File: src/rtl/ch_measure_core_if.sv
// Bus bundle for ch_measure_core: run control, async reference input,
// DAC threshold handshake, comparator, strobe/delay line and point output.
interface ch_measure_core_if;
  logic        run_i;
  logic        sig_i;
  logic [15:0] threshold_delta_i;
  logic [9:0]  d_code_delta_i;
  logic [15:0] threshold_o;
  logic        threshold_wre_o;
  logic        threshold_rdy_i;
  logic        cmp_out_i;
  logic        stb_o;
  logic [9:0]  d_code_o;
  logic        stb_rdy_o;
  logic        stb_err_o;
  logic        point_rdy_o;
  logic [15:0] point_v_o;
  logic [9:0]  point_t_o;

  // Design side
  modport slave (
    input  run_i, sig_i, threshold_delta_i, d_code_delta_i,
    input  threshold_rdy_i, cmp_out_i,
    output threshold_o, threshold_wre_o, stb_o, d_code_o,
    output stb_rdy_o, stb_err_o, point_rdy_o, point_v_o, point_t_o
  );

  // Driver / environment side
  modport master (
    output run_i, sig_i, threshold_delta_i, d_code_delta_i,
    output threshold_rdy_i, cmp_out_i,
    input  threshold_o, threshold_wre_o, stb_o, d_code_o,
    input  stb_rdy_o, stb_err_o, point_rdy_o, point_v_o, point_t_o
  );
endinterface

File: src/rtl/ch_measure_core.sv
// Equivalent-time channel sampler: a strobe generator phase-locked to the
// rising edge of sig_i, plus a controller that, for every delay code, steps
// the DAC threshold up until the latched comparator flips and then reports
// the (delay code, threshold) point.
//
// state      | meaning
// -----------+-----------------------------------------------------------
// S_IDLE     | waiting for run with a locked, fault-free reference
// S_SET_THR  | load DAC code, emit one-cycle write pulse
// S_WAIT_DAC | wait for DAC settle (first cycle's ready is stale, ignored)
// S_REQ_STB  | request one strobe from the generator
// S_WAIT_STB | wait for the strobe's last cycle, latch comparator
// S_EVAL     | step threshold up, or report the point
// S_EMIT     | advance delay code, or finish after code 1023
// S_DONE     | sweep complete, hold until run drops
module ch_measure_core #(
  parameter int STB_WIDTH   = 64,
  parameter int PERIOD_W    = 24,
  parameter int SYNC_STAGES = 2
) (
  input  logic               clk_i,
  input  logic               arst_i,
  ch_measure_core_if.slave   bus
);

  localparam int STB_CW = (STB_WIDTH > 1) ? $clog2(STB_WIDTH) : 1;
  localparam logic [PERIOD_W-1:0] PERIOD_MAX = '1;
  localparam logic [15:0] THR_MAX  = 16'hFFFF;
  localparam logic [9:0]  CODE_MAX = 10'd1023;

  typedef enum logic [2:0] {
    S_IDLE, S_SET_THR, S_WAIT_DAC, S_REQ_STB,
    S_WAIT_STB, S_EVAL, S_EMIT, S_DONE
  } state_t;

  state_t state_q;

  // ------------------------------------------------------------------
  // Reference input synchroniser and edge detect
  // ------------------------------------------------------------------
  logic [SYNC_STAGES-1:0] sync_q;
  logic                   sig_prev_q;
  logic                   sig_s;
  logic                   rise;

  assign sig_s = sync_q[SYNC_STAGES-1];
  assign rise  = sig_s & ~sig_prev_q;

  // Shift sig_i through the synchroniser chain and keep the previous value.
  always_ff @(posedge clk_i) begin
    if (!arst_i) begin
      sync_q     <= '0;
      sig_prev_q <= 1'b0;
    end else begin
      sync_q[0] <= bus.sig_i;
      for (int i = 1; i < SYNC_STAGES; i++) sync_q[i] <= sync_q[i-1];
      sig_prev_q <= sig_s;
    end
  end

  // ------------------------------------------------------------------
  // Period watchdog and lock detect
  // ------------------------------------------------------------------
  logic [PERIOD_W-1:0] period_q;
  logic [1:0]          edge_cnt_q;
  logic                stb_rdy_q;
  logic                stb_err_q;

  // Count cycles between edges; saturating without an edge is a sticky fault.
  always_ff @(posedge clk_i) begin
    if (!arst_i) begin
      period_q   <= '0;
      edge_cnt_q <= 2'd0;
      stb_rdy_q  <= 1'b0;
      stb_err_q  <= 1'b0;
    end else begin
      if (rise) period_q <= '0;
      else if (period_q != PERIOD_MAX) period_q <= period_q + 1'b1;
      if (!rise && period_q == PERIOD_MAX) stb_err_q <= 1'b1;
      if (rise && edge_cnt_q != 2'd2) edge_cnt_q <= edge_cnt_q + 2'd1;
      if (rise && edge_cnt_q == 2'd1) stb_rdy_q <= 1'b1;
    end
  end

  // ------------------------------------------------------------------
  // Strobe generator
  // ------------------------------------------------------------------
  logic              stb_q;
  logic              stb_pend_q;
  logic [STB_CW-1:0] stb_cnt_q;
  logic              stb_req_q;
  logic              stb_valid;
  logic              abort;

  // Abort overrides everything in the controller and kills the strobe.
  assign abort     = (state_q != S_IDLE) & (~bus.run_i | stb_err_q);
  assign stb_valid = stb_q & (stb_cnt_q == '0);

  // Arm on request, fire on the next synchronised edge, hold STB_WIDTH cycles.
  always_ff @(posedge clk_i) begin
    if (!arst_i) begin
      stb_q      <= 1'b0;
      stb_pend_q <= 1'b0;
      stb_cnt_q  <= '0;
    end else if (abort) begin
      stb_q      <= 1'b0;
      stb_pend_q <= 1'b0;
      stb_cnt_q  <= '0;
    end else if (stb_q) begin
      if (stb_cnt_q == '0) stb_q <= 1'b0;
      else stb_cnt_q <= stb_cnt_q - 1'b1;
    end else if ((stb_pend_q | stb_req_q) & rise) begin
      stb_q      <= 1'b1;
      stb_cnt_q  <= STB_CW'(STB_WIDTH - 1);
      stb_pend_q <= 1'b0;
    end else if (stb_req_q) begin
      stb_pend_q <= 1'b1;
    end
  end

  // ------------------------------------------------------------------
  // Controller
  // ------------------------------------------------------------------
  logic [15:0] thr_q;
  logic [9:0]  d_code_q;
  logic [15:0] thr_out_q;
  logic        wre_q;
  logic        dac_first_q;
  logic        cmp_q;
  logic        point_rdy_q;
  logic [15:0] point_v_q;
  logic [9:0]  point_t_q;

  logic [15:0] thr_step;
  logic [9:0]  d_step;
  logic [16:0] thr_sum;
  logic [10:0] d_sum;
  logic [15:0] thr_d;
  logic [9:0]  d_code_d;

  // A zero step would stall the sweep, so it is promoted to one.
  assign thr_step = (bus.threshold_delta_i == 16'd0) ? 16'd1 : bus.threshold_delta_i;
  assign d_step   = (bus.d_code_delta_i == 10'd0) ? 10'd1 : bus.d_code_delta_i;
  assign thr_sum  = {1'b0, thr_q} + {1'b0, thr_step};
  assign d_sum    = {1'b0, d_code_q} + {1'b0, d_step};
  assign thr_d    = thr_sum[16] ? THR_MAX : thr_sum[15:0];
  assign d_code_d = d_sum[10] ? CODE_MAX : d_sum[9:0];

  // Sweep sequencing with registered DAC, strobe-request and point outputs.
  always_ff @(posedge clk_i) begin
    if (!arst_i) begin
      state_q     <= S_IDLE;
      thr_q       <= 16'd0;
      d_code_q    <= 10'd0;
      thr_out_q   <= 16'd0;
      wre_q       <= 1'b0;
      dac_first_q <= 1'b0;
      stb_req_q   <= 1'b0;
      cmp_q       <= 1'b0;
      point_rdy_q <= 1'b0;
      point_v_q   <= 16'd0;
      point_t_q   <= 10'd0;
    end else begin
      wre_q       <= 1'b0;
      point_rdy_q <= 1'b0;
      stb_req_q   <= 1'b0;
      if (abort) begin
        state_q     <= S_IDLE;
        dac_first_q <= 1'b0;
      end else begin
        case (state_q)
          S_IDLE: begin
            if (bus.run_i && stb_rdy_q && !stb_err_q) begin
              d_code_q <= 10'd0;
              thr_q    <= 16'd0;
              state_q  <= S_SET_THR;
            end
          end
          S_SET_THR: begin
            thr_out_q   <= thr_q;
            wre_q       <= 1'b1;
            dac_first_q <= 1'b1;
            state_q     <= S_WAIT_DAC;
          end
          S_WAIT_DAC: begin
            if (dac_first_q) dac_first_q <= 1'b0;
            else if (bus.threshold_rdy_i) state_q <= S_REQ_STB;
          end
          S_REQ_STB: begin
            stb_req_q <= 1'b1;
            state_q   <= S_WAIT_STB;
          end
          S_WAIT_STB: begin
            if (stb_valid) begin
              cmp_q   <= bus.cmp_out_i;
              state_q <= S_EVAL;
            end
          end
          S_EVAL: begin
            if (cmp_q && thr_q != THR_MAX) begin
              thr_q   <= thr_d;
              state_q <= S_SET_THR;
            end else begin
              // Point published here so it lands 2 cycles after the valid cycle.
              point_v_q   <= thr_q;
              point_t_q   <= d_code_q;
              point_rdy_q <= 1'b1;
              state_q     <= S_EMIT;
            end
          end
          S_EMIT: begin
            if (d_code_q == CODE_MAX) begin
              state_q <= S_DONE;
            end else begin
              d_code_q <= d_code_d;
              thr_q    <= 16'd0;
              state_q  <= S_SET_THR;
            end
          end
          S_DONE: state_q <= S_DONE;
          default: state_q <= S_IDLE;
        endcase
      end
    end
  end

  assign bus.threshold_o     = thr_out_q;
  assign bus.threshold_wre_o = wre_q;
  assign bus.stb_o           = stb_q;
  assign bus.d_code_o        = d_code_q;
  assign bus.stb_rdy_o       = stb_rdy_q;
  assign bus.stb_err_o       = stb_err_q;
  assign bus.point_rdy_o     = point_rdy_q;
  assign bus.point_v_o       = point_v_q;
  assign bus.point_t_o       = point_t_q;

endmodule

File: src/flat_wrapper.sv
// flat-port wrapper written by rule: the top's interface ports become plain ports
module ch_measure_core_flat 
#(
  parameter int STB_WIDTH   = 64,
  parameter int PERIOD_W    = 24,
  parameter int SYNC_STAGES = 2
)
  (clk_i, arst_i, bus_run_i, bus_sig_i, bus_threshold_delta_i, bus_d_code_delta_i, bus_threshold_rdy_i, bus_cmp_out_i, bus_threshold_o, bus_threshold_wre_o, bus_stb_o, bus_d_code_o, bus_stb_rdy_o, bus_stb_err_o, bus_point_rdy_o, bus_point_v_o, bus_point_t_o);
  ch_measure_core_if bus_i ();
  input  logic clk_i;
  input  logic arst_i;
  input wire logic [$bits(bus_i.run_i)-1:0] bus_run_i;
  input wire logic [$bits(bus_i.sig_i)-1:0] bus_sig_i;
  input wire logic [$bits(bus_i.threshold_delta_i)-1:0] bus_threshold_delta_i;
  input wire logic [$bits(bus_i.d_code_delta_i)-1:0] bus_d_code_delta_i;
  input wire logic [$bits(bus_i.threshold_rdy_i)-1:0] bus_threshold_rdy_i;
  input wire logic [$bits(bus_i.cmp_out_i)-1:0] bus_cmp_out_i;
  output wire logic [$bits(bus_i.threshold_o)-1:0] bus_threshold_o;
  output wire logic [$bits(bus_i.threshold_wre_o)-1:0] bus_threshold_wre_o;
  output wire logic [$bits(bus_i.stb_o)-1:0] bus_stb_o;
  output wire logic [$bits(bus_i.d_code_o)-1:0] bus_d_code_o;
  output wire logic [$bits(bus_i.stb_rdy_o)-1:0] bus_stb_rdy_o;
  output wire logic [$bits(bus_i.stb_err_o)-1:0] bus_stb_err_o;
  output wire logic [$bits(bus_i.point_rdy_o)-1:0] bus_point_rdy_o;
  output wire logic [$bits(bus_i.point_v_o)-1:0] bus_point_v_o;
  output wire logic [$bits(bus_i.point_t_o)-1:0] bus_point_t_o;
  assign bus_i.run_i = bus_run_i;
  assign bus_i.sig_i = bus_sig_i;
  assign bus_i.threshold_delta_i = bus_threshold_delta_i;
  assign bus_i.d_code_delta_i = bus_d_code_delta_i;
  assign bus_i.threshold_rdy_i = bus_threshold_rdy_i;
  assign bus_i.cmp_out_i = bus_cmp_out_i;
  assign bus_threshold_o = bus_i.threshold_o;
  assign bus_threshold_wre_o = bus_i.threshold_wre_o;
  assign bus_stb_o = bus_i.stb_o;
  assign bus_d_code_o = bus_i.d_code_o;
  assign bus_stb_rdy_o = bus_i.stb_rdy_o;
  assign bus_stb_err_o = bus_i.stb_err_o;
  assign bus_point_rdy_o = bus_i.point_rdy_o;
  assign bus_point_v_o = bus_i.point_v_o;
  assign bus_point_t_o = bus_i.point_t_o;
  ch_measure_core #(.STB_WIDTH(STB_WIDTH), .PERIOD_W(PERIOD_W), .SYNC_STAGES(SYNC_STAGES)) u_core (.clk_i(clk_i), .arst_i(arst_i), .bus(bus_i));
endmodule
File: config.mk
export PLATFORM = sky130hd
export DESIGN_NAME = ch_measure_core_flat
export DESIGN_NICKNAME = d
export VERILOG_FILES = /design/src/rtl/ch_measure_core_if.sv /design/src/rtl/ch_measure_core.sv /design/src/flat_wrapper.sv
export SDC_FILE = /design/constraint.sdc
export NUM_CORES = 1
export LEC_CHECK = 0
export ABC_AREA = 1
export BUFFER_PORTS_ARGS = -buffer_cell sky130_fd_sc_hd__buf_2
export CAP_MARGIN = 20
export CORE_MARGIN = 2
export CORE_UTILIZATION = 59
export CTS_BUF_LIST = sky130_fd_sc_hd__clkbuf_8 sky130_fd_sc_hd__clkbuf_16
export CTS_CLUSTER_SIZE = 40
export DETAILED_ROUTE_END_ITERATION = 6
export GPL_TIMING_DRIVEN = 0
export PLACE_DENSITY = 0.81
export SYNTH_ARGS = -nofsm -noshare
export SYNTH_HDL_FRONTEND = slang
export SYNTH_SLANG_ARGS = --single-unit
export TNS_END_PERCENT = 100
File: constraint.sdc
create_clock -name clk_i -period 2.5 [get_ports clk_i]
set_clock_uncertainty 0.15 [all_clocks]
set_input_delay 0.125 -clock clk_i [delete_from_list [all_inputs] [get_ports clk_i]]
set_output_delay 0.125 -clock clk_i [all_outputs]
set_load 0.01 [all_outputs]
Yosys cells after proc, flatten, opt, wreduce, memory -nomap -nowiden:

Cells that the tools add are included.

* word-level logic and storage cells: 117
* bits in registers: 115
* input port bits: 32

* equality and inequality tests: 20
* bitwise operators: 13
* mux-type cells: 30
* $add $sub $neg: 5
* reductions and logical operators: 29

Operators by type and width (number)
* $mux 16: 5
* $pmux 16 s3: 1
* $mux 10: 4
* $add 24x1->24 const B: 1
* $eq 24x24->1 const B: 1
* $ne 24x24->1 const B: 1
* $pmux 3 s8: 1
* $pmux 10 s2: 1
* $mux 3: 6
* $mux 6: 3
* $add 16x16->17: 1
* $logic_not 16->1: 1
* $ne 16x16->1 const B: 1
* $eq 3x3->1 const B: 4
* $add 10x10->11: 1
* $eq 10x10->1 const B: 1
* $logic_not 10->1: 1
* $ne 2x2->1 const B: 5
* $mux 1: 8
* $reduce_and 4->1: 2
* $reduce_bool 2->1: 4
* $not 1->1: 7
* $eq 3x2->1 const B: 2
* $logic_and 1x1->1: 6
* other kinds (17): 29

Depth between registers and ports, before layout:

* depth after elaboration: 6
* depth in mapped cells: 14
* depth with buffers taken out: 14

Worst setup path before layout:

OpenSTA, ideal clock, no wires.

* path kind: in2reg
* start: input port bus_threshold_delta_i[8]
* end: register u_core.thr_q[12]
* path buffers: 1
* path slack: 0.226 ns
* arrival: 1.982 ns
* data required time: 2.208 ns
* stages: 13
* setup time: 0.142 ns
* cells stage by stage: nor4_1 -> a41o_1 -> ha_1 -> fa_1 -> nand3_1 -> nand3_1 -> nand2_1 -> nand2_1 -> a21oi_2 -> buf_4 -> nand3_1 -> nand2_1 -> a21oi_2

* word-level cells in the longest chain between the ends: 6

RTL lines
* from (decl): line flat_wrapper.sv:14 `input wire logic [$bits(bus_i.threshold_delta_i)-1:0] bus_threshold_delta_i;`
* $logic_not 16->1: line ch_measure_core.sv:142 `assign thr_step = (bus.threshold_delta_i == 16'd0) ? 16'd1 : bus.threshold_delta_i;`
* $mux 16 *: line ch_measure_core.sv:142
* $add 16x16->17 *: line ch_measure_core.sv:144 `assign thr_sum = {1'b0, thr_q} + {1'b0, thr_step};`
* $mux 16 *: line ch_measure_core.sv:146 `assign thr_d = thr_sum[16] ? THR_MAX : thr_sum[15:0];`
* $mux 16 *: line ch_measure_core.sv:200 `if (cmp_q && thr_q != THR_MAX) begin`
* $pmux 16 s3 *: line ch_measure_core.sv:171 `case (state_q)`
* to (signal assigned): line ch_measure_core.sv:201 `thr_q <= thr_d;`
* to (decl): line ch_measure_core.sv:124 `logic [15:0] thr_q;`

Mark *: on every way between the ends. The rest lies on a longest branch, timed or not. The select of a mux whose other input is x is not followed.
A chain may end at the register's enable or synchronous reset.

Worst setup path in the final report:

* start: register u_core.thr_q[0]
* end: register u_core.thr_q[14]

* word-level cells in the longest chain between the ends: 4
* elaborated cells on any way between the ends: 8

RTL lines (line)
* $add 16x16->17 / $ne 16x16->1 (equally long branches): ch_measure_core.sv:144, ch_measure_core.sv:200
* $mux 16 / $logic_and 1x1->1 (equally long branches): ch_measure_core.sv:146, ch_measure_core.sv:200
* $mux 16 / $ne 2x1->1 (equally long branches)
* $pmux 16 s3 / $reduce_and 5->1 (equally long branches)

Several ways; a longest one is shown, not always the timed one. The select of a mux whose other input is x is not followed.

==> impl_metrics.yaml <==
run_status:
  run_status: "finished, final reports clean"
floorplan:
  num_rows: 39
  ios: 89
  die-area_um2: 12400
  core-area_um2: 11300
  die_y_um: 111
  die_width_um: 111
  start_util: 0.598
global_routing:
  grt_pass1_wl_um: 28400
  grt_pass1_vias: 6209
  antenna_found_initial: 0
  grt_util_all_layers: 0.278
  grt_max_degree: 17
  grt_overflow_total: 0
critical_path:
  slowest_delay_ns: 0.39
  cp_top_family: "adder cells"
  crit_fanout: 5
  arrival_ns: 2.51
  cp-start-kind: "register"
  end_kind: "register"
  cp.required_ns: 2.63
  crit_path_cell_trace: "ha_1 > fa_2 > nand3_1 > nand3_1 > nand2_1 > nand2_1 > a21oi_4 > buf_4 > nand3_1 > nand2_1 > a21oi_2"
  crit_type: "reg2reg"
  slowest_stage: "fa_2"
  critPathBufInv: 1
layout:
  drive_gt1_frac: 0.182
  area_growth_syn_to_layout_pct: 19.0
  nets: 1190
  antenna_cells: 0
logic_synthesis:
  synth_cell_type_count: 46
  synth_seq_cells: 115
  synth_top_area_frac: 0.340
  synth_nets: 1077
  yosys_warnings: 0
  synth_edf_count: 0
  synth_common_cells: "nand2_1 (296), inv_1 (133), dfxtp_1 (115)"
  syn_avg_cell_area_um2: 6.69
  synthCells: 1013
  ys_seq_area_frac: 0.340
  synthArstFlopShare: 0
  yosysTopAreaCell: "dfxtp_1"
  syn_area_um2: 6770
  synth_area_leaders: "dfxtp_1 (34%), nand2_1 (16%), inv_1 (7.4%)"
  yosysMostFrequentCell: "nand2_1"
  yosys_most_used_dff: "dfxtp_1"
place:
  hpwl_um: 12800
  io_buffers: 88
  gp_congestion: 0.909
route:
  vias_per_cell: 5.22
  drtIter0Drc: 388
  via_count: 6689
  ant_nets: 0
  drc: 0
  routed_wl_um: 17000
  firstDrtPassIters: 5
  wl_per_cell_um: 13.2
sta:
  fmax_mhz: 420
  setup_viol: 0
  min_period_over_period: 0.953
  slew_headroom: 0.552
  slew_viol_final: 0
  rsz0062_at_grt: "false"
  tightestPinTransition_ns: 0.672
  hold_viol: 0
  setup_tns_ns: 0
  finalCriticalPeriod_ns: 2.38
clocking:
  clk_pin_slew_worst_paths_ns: 0.06
  cts-root-buf: "clkbuf_16"
  htree_num_levels: 4
  cts_buffers: 17
  tritoncts: "done"
  cts.sinks: 115
  clock_latency_ns: 0.42
  clockBufferDepth: 2
hold_path:
  min_path_type: "in2reg"
power_and_ir_drop:
  powerDensity_nw_per_um2: 591
  power.leakage_nw: 3.87
  finalPower_mw: 4.76
  vdd_drop_max_v: 0.000531
job:
  cap_violations: 0
routing by layer:
layer,GRT usage,vias up,wire [µm]
met5,0,-,0
met4,0.105,0,358
met3,0.0470,33,826
met2,0.490,189,8330
met1,0.342,3032,7430
li1,-,3435,-
area by class of cell:
cell class	instances	area, µm²
plain buffers	44	221
multi-input cells	708	3710
well taps	143	179
clock inverters	15	171
fillers	959	3260
repair buffers	94	495
clock buffers	17	425
inverters	146	552
flip-flops and latches	115	2300
cells in the final DEF (no fill, tap or decap), types with 2 or more instances in the layout:
master | Yosys | final
nor3_1 | 14 | 14
nand2_2 | 11 | 11
nand3b_1 | 2 | 2
inv_2 | 11 | 11
or2_2 | 4 | 4
xor2_1 | 14 | 14
o21ai_0 | 45 | 45
inv_1 | 133 | 133
bufinv_16 | 0 | 2
o21ai_1 | 10 | 10
clkinvlp_4 | 0 | 4
a31oi_1 | 3 | 3
nor3_2 | 8 | 8
nor2_2 | 3 | 3
a21oi_1 | 57 | 57
clkbuf_1 | 34 | 34
a21oi_2 | 31 | 30
nand4_1 | 13 | 13
inv_6 | 0 | 6
nand2_1 | 296 | 296
buf_4 | 3 | 4
dfxtp_1 | 115 | 115
clkbuf_16 | 0 | 17
ha_1 | 30 | 30
dlygate4sd3_1 | 0 | 4
nor4_1 | 6 | 6
nor2_1 | 78 | 78
and2_1 | 3 | 3
buf_2 | 2 | 90
nand3_1 | 51 | 51
xnor2_1 | 13 | 13
buf_6 | 3 | 4
clkinv_4 | 0 | 2
final timing paths:
kind / startpoint / to / slack, ns / cells past startpoint
max: u_core.thr_q[0] / u_core.thr_q[14] / 0.12 / 11
min reg2reg: u_core.sync_q[0] / u_core.sync_q[1] / 0.27 / 2
min: bus_d_code_delta_i[0] / u_core.bus.d_code_o[0] / 0.09 / 5
max reg2reg: u_core.thr_q[0] / u_core.thr_q[14] / 0.12 / 11
through the flow:
step | hold WS [ns] | worst slack (ns) | util | cell area (µm²) | cells
3_3_place_gp | 0.160 | -0.282 | 0.653 | 7390 | 1244
2_1_floorplan | 0.0726 | 0.226 | - | 6770 | 1013
6_report | 0.0865 | 0.117 | 0.712 | 8060 | 1282
5_1_grt | 0.148 | 0.0183 | 0.712 | 8060 | 1282
4_1_cts | 0.0696 | 0.0280 | 0.711 | 8050 | 1282
3_5_place_dp | 0.187 | -0.269 | 0.653 | 7390 | 1244
what timing repair did:
| action | 4_1_cts | 5_1_grt |
|---|---|---|
| resized for setup | 1 | 2 |
| endpoints found under the setup margin | 11 | 15 |
| hold buffers | 4 | 0 |
| setup buffers | 2 | 0 |
| pin swaps | 1 | 1 |
| hold endpoints to repair | 6 | 0 |
power by group:
| part | total (mW) | switching [mW] | internal (mW) |
|---|---|---|---|
| clock network | 2.44 | 0.947 | 1.49 |
| registers | 1.89 | 0.0239 | 1.87 |
| logic | 0.427 | 0.277 | 0.150 |
| total | 4.76 | 1.25 | 3.51 |
kinds of logic (layout without fill, tap and decap cells):
family / after synthesis / after routing / share of synthesized area
compound gates: 155 / 155 / 0.136
xor+xnor: 27 / 27 / 0.0349
fa+ha+maj: 32 / 32 / 0.0613
buf+inv: 190 / 316 / 0.114
flops: 115 / 115 / 0.340
simple gates: 494 / 494 / 0.314
worst min-delay path, delay by kind of cell:
kind            cells  cell delay, ns
compound gates      3            0.29
fa+ha+maj           1            0.12
buf+inv             1            0.08
flip-flops by register name, indices dropped and copies added (netlist names):
signal,cells
u_core.cmp_q,1
u_core.stb_pend_q,1
u_core.bus.threshold_o,16
u_core.bus.threshold_wre_o,1
u_core.sig_prev_q,1
u_core.period_q,24
u_core.sync_q,2
u_core.bus.stb_err_o,1
u_core.bus.d_code_o,10
u_core.stb_cnt_q,6
u_core.dac_first_q,1
u_core.thr_q,16
u_core.bus.point_rdy_o,1
u_core.stb_req_q,1
u_core.bus.point_v_o,16
u_core.edge_cnt_q,2
u_core.bus.stb_o,1
u_core.bus.stb_rdy_o,1
u_core.state_q,3
u_core.bus.point_t_o,10
Power figures use the tool's default switching activity.
